$ cat config.mk
export PLATFORM = sky130hd
export DESIGN_NAME = serial_to_par_8
export DESIGN_NICKNAME = d
export VERILOG_FILES = /design/src/rtl/serial_to_par_8_pkg.sv /design/src/rtl/serial_to_par_8_idle_sync_fsm.sv /design/src/rtl/serial_to_par_8.sv
export SDC_FILE = /design/constraint.sdc
export NUM_CORES = 1
export LEC_CHECK = 0
export CAP_MARGIN = 20
export CORE_UTILIZATION = 50
export DETAILED_ROUTE_END_ITERATION = 6
export PLACE_DENSITY = 0.74
export SYNTH_ARGS = -nofsm -noshare
export SYNTH_HDL_FRONTEND = slang
export SYNTH_HIERARCHICAL = 1
export SYNTH_SLANG_ARGS = --single-unit
$ cat constraint.sdc
create_clock -name clk_32f -period 2.2 [get_ports clk_32f]
set_clock_uncertainty 0.15 [all_clocks]
set_input_delay 0.55 -clock clk_32f [delete_from_list [all_inputs] [get_ports clk_32f]]
set_output_delay 0.55 -clock clk_32f [all_outputs]
set_load 0.02 [all_outputs]
$ cat src/rtl/serial_to_par_8_pkg.sv
// Shared definitions for the serial-to-parallel receiver of the 32/8 link.
package serial_to_par_8_pkg;

  // Comma/idle symbol the transmitter sends whenever it has no data.
  localparam logic [7:0] DEFAULT_IDLE_BYTE = 8'hBC;

  // Consecutive idle bytes needed before the link counts as synchronised.
  localparam int DEFAULT_SYNC_COUNT = 4;

  // Link synchronisation state.
  typedef enum logic {
    SEARCH = 1'b0,
    ACTIVE = 1'b1
  } link_state_e;

  // Bits needed to hold a counter that reaches max_val (never less than 1).
  function automatic int cnt_width(input int max_val);
    int w;
    w = $clog2(max_val + 1);
    return (w < 1) ? 1 : w;
  endfunction

endpackage

$ cat src/rtl/serial_to_par_8_idle_sync_fsm.sv
// Idle-run detector: watches completed bytes, declares the link active after
// SYNC_COUNT consecutive idle bytes, then flags every non-idle byte as data.
module serial_to_par_8_idle_sync_fsm
  import serial_to_par_8_pkg::*;
#(
  parameter logic [7:0] IDLE_BYTE  = DEFAULT_IDLE_BYTE,
  parameter int         SYNC_COUNT = DEFAULT_SYNC_COUNT
) (
  input  logic       clk_32f,
  input  logic       reset,
  input  logic       i_byte_done,
  input  logic [7:0] i_byte,
  output logic       o_active,
  output logic       o_accept
);

  localparam int                CNT_W     = cnt_width(SYNC_COUNT);
  localparam logic [CNT_W-1:0] SYNC_LAST = CNT_W'(SYNC_COUNT - 1);
  localparam logic [CNT_W-1:0] SYNC_FULL = CNT_W'(SYNC_COUNT);

  link_state_e      r_state;
  link_state_e      w_state_next;
  logic [CNT_W-1:0] r_idle_cnt;
  logic [CNT_W-1:0] w_idle_cnt_next;
  logic             w_is_idle;

  assign w_is_idle = (i_byte == IDLE_BYTE);

  // State and idle-run counter registers, cleared by synchronous reset.
  always_ff @(posedge clk_32f) begin
    // NOTE: sequential state uses non-blocking (<=) so every register samples
    // pre-edge values; blocking here would create order-dependent races.
    if (reset) begin
      r_state    <= SEARCH;
      r_idle_cnt <= '0;
    end else begin
      r_state    <= w_state_next;
      r_idle_cnt <= w_idle_cnt_next;
    end
  end

  // Next-state, idle-run counting and data-accept decode.
  always_comb begin
    // NOTE: every output of this block gets a default first, so no path can
    // leave a signal unassigned and infer a latch.
    w_state_next    = r_state;
    w_idle_cnt_next = r_idle_cnt;
    o_accept        = 1'b0;
    unique case (r_state)
      SEARCH: begin
        if (i_byte_done) begin
          if (w_is_idle) begin
            if (r_idle_cnt == SYNC_LAST) begin
              // Run complete: counter parks at its saturation value.
              w_idle_cnt_next = SYNC_FULL;
              w_state_next    = ACTIVE;
            end else begin
              w_idle_cnt_next = r_idle_cnt + 1'b1;
            end
          end else begin
            w_idle_cnt_next = '0;
          end
        end
      end
      ACTIVE: begin
        // Sticky until reset; only non-idle bytes are data.
        o_accept = i_byte_done && !w_is_idle;
      end
      default: begin
        w_state_next = SEARCH;
      end
    endcase
  end

  // Active is decoded straight from the state register, so it is glitch-free
  // and rises on the same edge that completes the idle run.
  assign o_active = (r_state == ACTIVE);

endmodule

$ cat src/rtl/serial_to_par_8.sv
// Serial-to-parallel receiver: shifts in one bit per clk_32f edge, MSB first,
// frames bytes on fixed 8-bit boundaries from reset, and presents non-idle
// bytes once the link has synchronised on a run of idle symbols.
module serial_to_par_8
  import serial_to_par_8_pkg::*;
#(
  parameter logic [7:0] IDLE_BYTE  = DEFAULT_IDLE_BYTE,
  parameter int         SYNC_COUNT = DEFAULT_SYNC_COUNT
) (
  input  logic       clk_32f,
  input  logic       reset,
  input  logic       data_in,
  output logic [7:0] data_out,
  output logic       valid_out,
  output logic       active
);

  logic [2:0] r_bit_cnt;
  logic [7:0] r_shift;
  logic [7:0] w_byte;
  logic       w_byte_done;
  logic       w_accept;

  // The byte as it stands once this edge's bit is included.
  assign w_byte      = {r_shift[6:0], data_in};
  assign w_byte_done = (r_bit_cnt == 3'd7);

  // Bit counter, shift register and the byte-slot output registers.
  always_ff @(posedge clk_32f) begin
    if (reset) begin
      r_bit_cnt <= 3'd0;
      r_shift   <= 8'h00;
      data_out  <= 8'h00;
      valid_out <= 1'b0;
    end else begin
      r_bit_cnt <= r_bit_cnt + 3'd1;
      r_shift   <= w_byte;
      // Outputs move only at byte completion and hold for the whole slot.
      if (w_byte_done) begin
        if (w_accept) begin
          data_out  <= w_byte;
          valid_out <= 1'b1;
        end else begin
          valid_out <= 1'b0;
        end
      end
    end
  end

  serial_to_par_8_idle_sync_fsm #(
    .IDLE_BYTE  (IDLE_BYTE),
    .SYNC_COUNT (SYNC_COUNT)
  ) u_idle_sync_fsm (
    .clk_32f     (clk_32f),
    .reset       (reset),
    .i_byte_done (w_byte_done),
    .i_byte      (w_byte),
    .o_active    (active),
    .o_accept    (w_accept)
  );

endmodule

==> metrics.txt, run 1 <==
# TYPE chip_impl_metric gauge
chip_impl_metric{name="p_comb_share",unit="%"} 4.0
chip_impl_metric{name="dieHeight",unit="microns"} 44.0
chip_impl_metric{name="cts_htree_levels",unit=""} 1
chip_impl_metric{name="preCtsSetupSlack",unit="ns"} -0.0698
chip_impl_metric{name="power_switching_share",unit="%"} 21.6
chip_impl_metric{name="area_growth",unit="%"} 23.8
chip_impl_metric{name="violation_count_after_the_first_detailed_routing_iteration",unit=""} 8
chip_impl_metric{name="regArea",unit="sq um"} 460
chip_impl_metric{name="p_int",unit="W"} 0.000506
chip_impl_metric{name="dpl.cell_count",unit=""} 108
chip_impl_info{name="crit_family",value="buffers and inverters"} 1
chip_impl_metric{name="power.switching",unit="W"} 0.000140
chip_impl_metric{name="clock_latency",unit="ns"} 0.30
chip_impl_metric{name="clockPowerShare",unit="%"} 29.8
chip_impl_metric{name="nets",unit=""} 105
chip_impl_metric{name="fin_cells",unit=""} 112
chip_impl_metric{name="cp_data_required_time",unit="ns"} 1.50
chip_impl_info{name="slowest_stage",value="sky130_fd_sc_hd__clkdlybuf4s50_1"} 1
chip_impl_metric{name="seq_power_share",unit="%"} 66.2
chip_impl_metric{name="grt_antenna_before_repair",unit=""} 0
chip_impl_metric{name="fill_cells",unit=""} 135
chip_impl_info{name="cts.root.buffer_cell",value="sky130_fd_sc_hd__clkbuf_4"} 1
chip_impl_metric{name="synth_fp_nets",unit=""} 84
chip_impl_metric{name="cp_data_arrival_time",unit="ns"} 1.30
chip_impl_metric{name="worst-path-max-fanout",unit=""} 4
chip_impl_metric{name="core_footprint",unit="sq um"} 1580
chip_impl_metric{name="first_global_vias",unit=""} 583
chip_impl_metric{name="max_slew.worst_pin.slew",unit="ns"} 0.235
chip_impl_metric{name="ys_seq_elements",unit=""} 23
chip_impl_metric{name="design.die.area",unit="sq um"} 1940
chip_impl_info{name="worst_hold_class",value="reg -> reg"} 1
chip_impl_metric{name="drcViolationCount",unit=""} 0
chip_impl_metric{name="clk_pin_slew",unit="ns"} 0.13
chip_impl_metric{name="cts_hold_buf",unit=""} 0
chip_impl_metric{name="layout-drive-gt1-share",unit="%"} 20.8
chip_impl_metric{name="grt_first_pass_wirelength",unit="microns"} 2400
chip_impl_metric{name="area_taken_by_multi_input_logic_gates",unit="sq um"} 408
chip_impl_metric{name="cts.sinks",unit=""} 23
chip_impl_metric{name="worstRegToRegCells",unit=""} 6
chip_impl_metric{name="globalRoute.totalOverflow",unit=""} 0
chip_impl_info{name="crit-reg2reg-capture",value="data_out[2]"} 1
chip_impl_info{name="endpoint_class_of_the_critical_path",value="primary output"} 1
chip_impl_metric{name="report.final.hold_viol_count",unit=""} 0
chip_impl_info{name="min_delay_worst_endpoint",value="r_bit_cnt[0]"} 1
chip_impl_metric{name="design_area",unit="sq um"} 1090
chip_impl_metric{name="row_count",unit=""} 14
chip_impl_metric{name="dieWidth",unit="microns"} 44.0
chip_impl_metric{name="max-cap-violations",unit=""} 0
chip_impl_metric{name="power_density",unit="nW/um^2"} 590
chip_impl_metric{name="initial_core_util",unit="%"} 56.0
chip_impl_metric{name="synth_area_per_cell",unit="sq um"} 11.6
chip_impl_info{name="timing.critical_path.from_type",value="flip-flop"} 1
chip_impl_metric{name="diodes",unit=""} 0
chip_impl_metric{name="irDropWorstVdd",unit="mV"} 0.405
chip_impl_metric{name="ys_seq_area_share",unit="%"} 52.1
chip_impl_info{name="worst_hold_startpoint",value="r_bit_cnt[0]"} 1
chip_impl_metric{name="synthDominantCellAreaShare",unit="%"} 52.1
chip_impl_metric{name="route.vias.total",unit=""} 584
chip_impl_info{name="cts_tree",value="yes"} 1
chip_impl_metric{name="final_max_slew_viol_count",unit=""} 0
chip_impl_metric{name="yosysUniqueCellTypes",unit=""} 24
chip_impl_info{name="synthTopCellsByArea",value="sky130_fd_sc_hd__dfxtp_1 (52%), sky130_fd_sc_hd__mux2_2 (8.9%), sky130_fd_sc_hd__ha_1 (7.1%)"} 1
chip_impl_info{name="critical_path.cell_chain",value="clkdlybuf4s50_1"} 1
chip_impl_metric{name="portBuffers",unit=""} 12
chip_impl_metric{name="cts.repair_timing.setup_buffer_count",unit=""} 0
chip_impl_metric{name="cts-resized-gates",unit=""} 0
chip_impl_metric{name="cts_made_buffers",unit=""} 3
chip_impl_metric{name="globalplace.congestion",unit=""} 0.683
chip_impl_metric{name="finalWirelength",unit="microns"} 1340
chip_impl_info{name="synth_area_leader_cell",value="sky130_fd_sc_hd__dfxtp_1"} 1
chip_impl_metric{name="place.detailed.hpwl",unit="microns"} 938
chip_impl_metric{name="timing.critical_path.buf_inv",unit=""} 1
chip_impl_info{name="outcome",value="complete, no violations"} 1
chip_impl_metric{name="yosys_warnings",unit=""} 6
chip_impl_metric{name="tot_pwr",unit="W"} 0.000646
chip_impl_metric{name="slew_headroom",unit="%"} 84.1
chip_impl_metric{name="io_pins",unit=""} 13
chip_impl_info{name="reg2reg_from",value="r_bit_cnt[0]"} 1
chip_impl_metric{name="detail_route.wl_per_cell",unit="microns"} 11.9
chip_impl_metric{name="route.antenna.remaining_nets",unit=""} 0
chip_impl_metric{name="cpPeakStageDelay",unit="ns"} 0.61
chip_impl_metric{name="leak",unit="nW"} 0.468
chip_impl_metric{name="number_of_iterations_in_the_first_detailed_routing_pass",unit=""} 5
chip_impl_info{name="critPathKind",value="reg -> out"} 1
chip_impl_metric{name="detail_route.vias_per_cell",unit=""} 5.21
chip_impl_metric{name="cts.path.max_buffers",unit=""} 2
chip_impl_metric{name="post_synth_inst_count",unit=""} 76
chip_impl_info{name="grt_setup_unrepaired",value="false"} 1
chip_impl_metric{name="grt.total_usage",unit="%"} 16.8
chip_impl_metric{name="placedInstanceArea",unit="sq um"} 1070
chip_impl_metric{name="regToRegSetupSlack",unit="ns"} 0.40
chip_impl_metric{name="netlist_area",unit="sq um"} 883
chip_impl_metric{name="min_path_cells",unit=""} 1
chip_impl_metric{name="final_period_minus_worst_setup_slack",unit="ns"} 2.00
chip_impl_metric{name="fmax",unit="GHz"} 0.499
chip_impl_metric{name="setup-violations-final",unit=""} 0
chip_impl_metric{name="largest_net_degree_at_the_start_of_global_routing",unit=""} 28
chip_impl_metric{name="min_period_over_period",unit="%"} 91.0
chip_impl_metric{name="final_critical_path_setup_slack",unit="ns"} 0.198
==> kinds of logic (layout without fill, tap and decap cells) <==
family                   Yosys count  in the layout  share of synthesized area (%)
AND/OR/NAND/NOR                   31             31                           25.1
flip-flops                        23             23                           52.1
AO/OA/AOI/OAI                      7              7                           5.10
multiplexers                       7              7                           8.92
adder cells (fa/ha/maj)            5              5                           7.08
buffers and inverters              3             23                           1.70
==> layer usage <==
layer / vias to the layer above / share of wire (%) / GRT usage (%)
met5: - / 0 / 0
met4: 0 / 0.67 / 7.27
met3: 2 / 2.5 / 2.45
met2: 7 / 47 / 27.6
met1: 272 / 50 / 22.0
li1: 303 / - / -
==> through the flow <==
step,TNS (ns),utilization (%),hold WS (ns)
after CTS,0,69.4,0.282
final,0,69.4,0.279
after floorplan,0,-,0.240
after detailed placement,-0.435,67.6,0.260
after global routing,0,69.4,0.305
after global placement,-0.133,67.6,0.248
==> worst max-delay path by stage <==
stage / start / cells past startpoint / slack, ns / to
2_1_floorplan: data_in / 5 / 0.34 / data_out[0]
3_3_place_gp: data_in / 7 / -0.02 / data_out[3]
3_5_place_dp: data_in / 7 / -0.07 / data_out[4]
4_1_cts: u_idle_sync_fsm/o_active / 1 / 0.18 / active
5_1_grt: u_idle_sync_fsm/o_active / 1 / 0.13 / active
6_report: u_idle_sync_fsm/o_active / 1 / 0.20 / active
==> sequential cells by signal, summed over array words and instances, names as in the netlist <==
name	cells
data_out	8
r_bit_cnt	3
u_idle_sync_fsm/r_idle_cnt	3
u_idle_sync_fsm/o_active	1
r_shift	7
valid_out	1
==> final cells by class <==
cell class	instances	area share [%]
clock buffer	3	2.06
clock inverter	1	0.458
inverter	2	0.686
multi-input combinational	50	37.3
sequential	23	42.1
tap	16	1.83
timing repair buffer	17	15.6
==> synthesized netlist by cell type, drive strengths merged <==
cell type / count
dfxtp: 23
nor2b: 10
mux2: 7
and2b: 6
ha: 5
nand3b: 4
a21oi: 2
inv: 2
nand2b: 2
nor2: 2
o21ai: 2
a21bo: 1
and3: 1
and4b: 1
buf: 1
nand2: 1
nand3: 1
nand4: 1
o22ai: 1
o41ai: 1
or4: 1
or4b: 1
==> power groups by stage <==
stage	logic [W]	clock network (W)	registers [W]
after floorplan	0.0000140	0	0.000436
after global placement	0.0000259	0	0.000436
after detailed placement	0.0000262	0	0.000437
after CTS	0.0000265	0.000202	0.000427
after global routing	0.0000308	0.000221	0.000428
final	0.0000261	0.000192	0.000427
==> placed cells by master (no fill, tap or decap) <==
cell                              synthesis  final
sky130_fd_sc_hd__a21bo_2                  1      1
sky130_fd_sc_hd__a21oi_1                  2      2
sky130_fd_sc_hd__and2b_1                  6      6
sky130_fd_sc_hd__and3_2                   1      1
sky130_fd_sc_hd__and4b_1                  1      1
sky130_fd_sc_hd__buf_12                   0      1
sky130_fd_sc_hd__buf_4                    1      4
sky130_fd_sc_hd__clkbuf_4                 0      3
sky130_fd_sc_hd__clkdlybuf4s50_1          0     12
sky130_fd_sc_hd__clkinv_2                 0      1
sky130_fd_sc_hd__dfxtp_1                 23     23
sky130_fd_sc_hd__ha_1                     5      5
sky130_fd_sc_hd__inv_1                    2      2
sky130_fd_sc_hd__mux2_2                   7      7
sky130_fd_sc_hd__nand2_1                  1      1
sky130_fd_sc_hd__nand2b_1                 1      1
sky130_fd_sc_hd__nand2b_4                 1      1
sky130_fd_sc_hd__nand3_1                  1      1
sky130_fd_sc_hd__nand3b_1                 4      4
sky130_fd_sc_hd__nand4_2                  1      1
sky130_fd_sc_hd__nor2_1                   2      2
sky130_fd_sc_hd__nor2b_1                 10     10
sky130_fd_sc_hd__o21ai_0                  1      1
sky130_fd_sc_hd__o21ai_1                  1      1
sky130_fd_sc_hd__o22ai_1                  1      1
sky130_fd_sc_hd__o41ai_1                  1      1
sky130_fd_sc_hd__or4_1                    1      1
sky130_fd_sc_hd__or4b_1                   1      1
(Power assumes the default switching activity.)
==> inputs of run 2 (changes only) <==
--- a/config.mk
+++ b/config.mk
@@ -5,6 +5,7 @@
 export SDC_FILE = /design/constraint.sdc
 export NUM_CORES = 1
 export LEC_CHECK = 0
+export ABC_CLOCK_PERIOD_IN_PS = 2200
 export CAP_MARGIN = 20
 export CORE_UTILIZATION = 50
 export DETAILED_ROUTE_END_ITERATION = 6
==> results of run 2 <==
Final layout, timing and power as in run 1 (identical DEF).
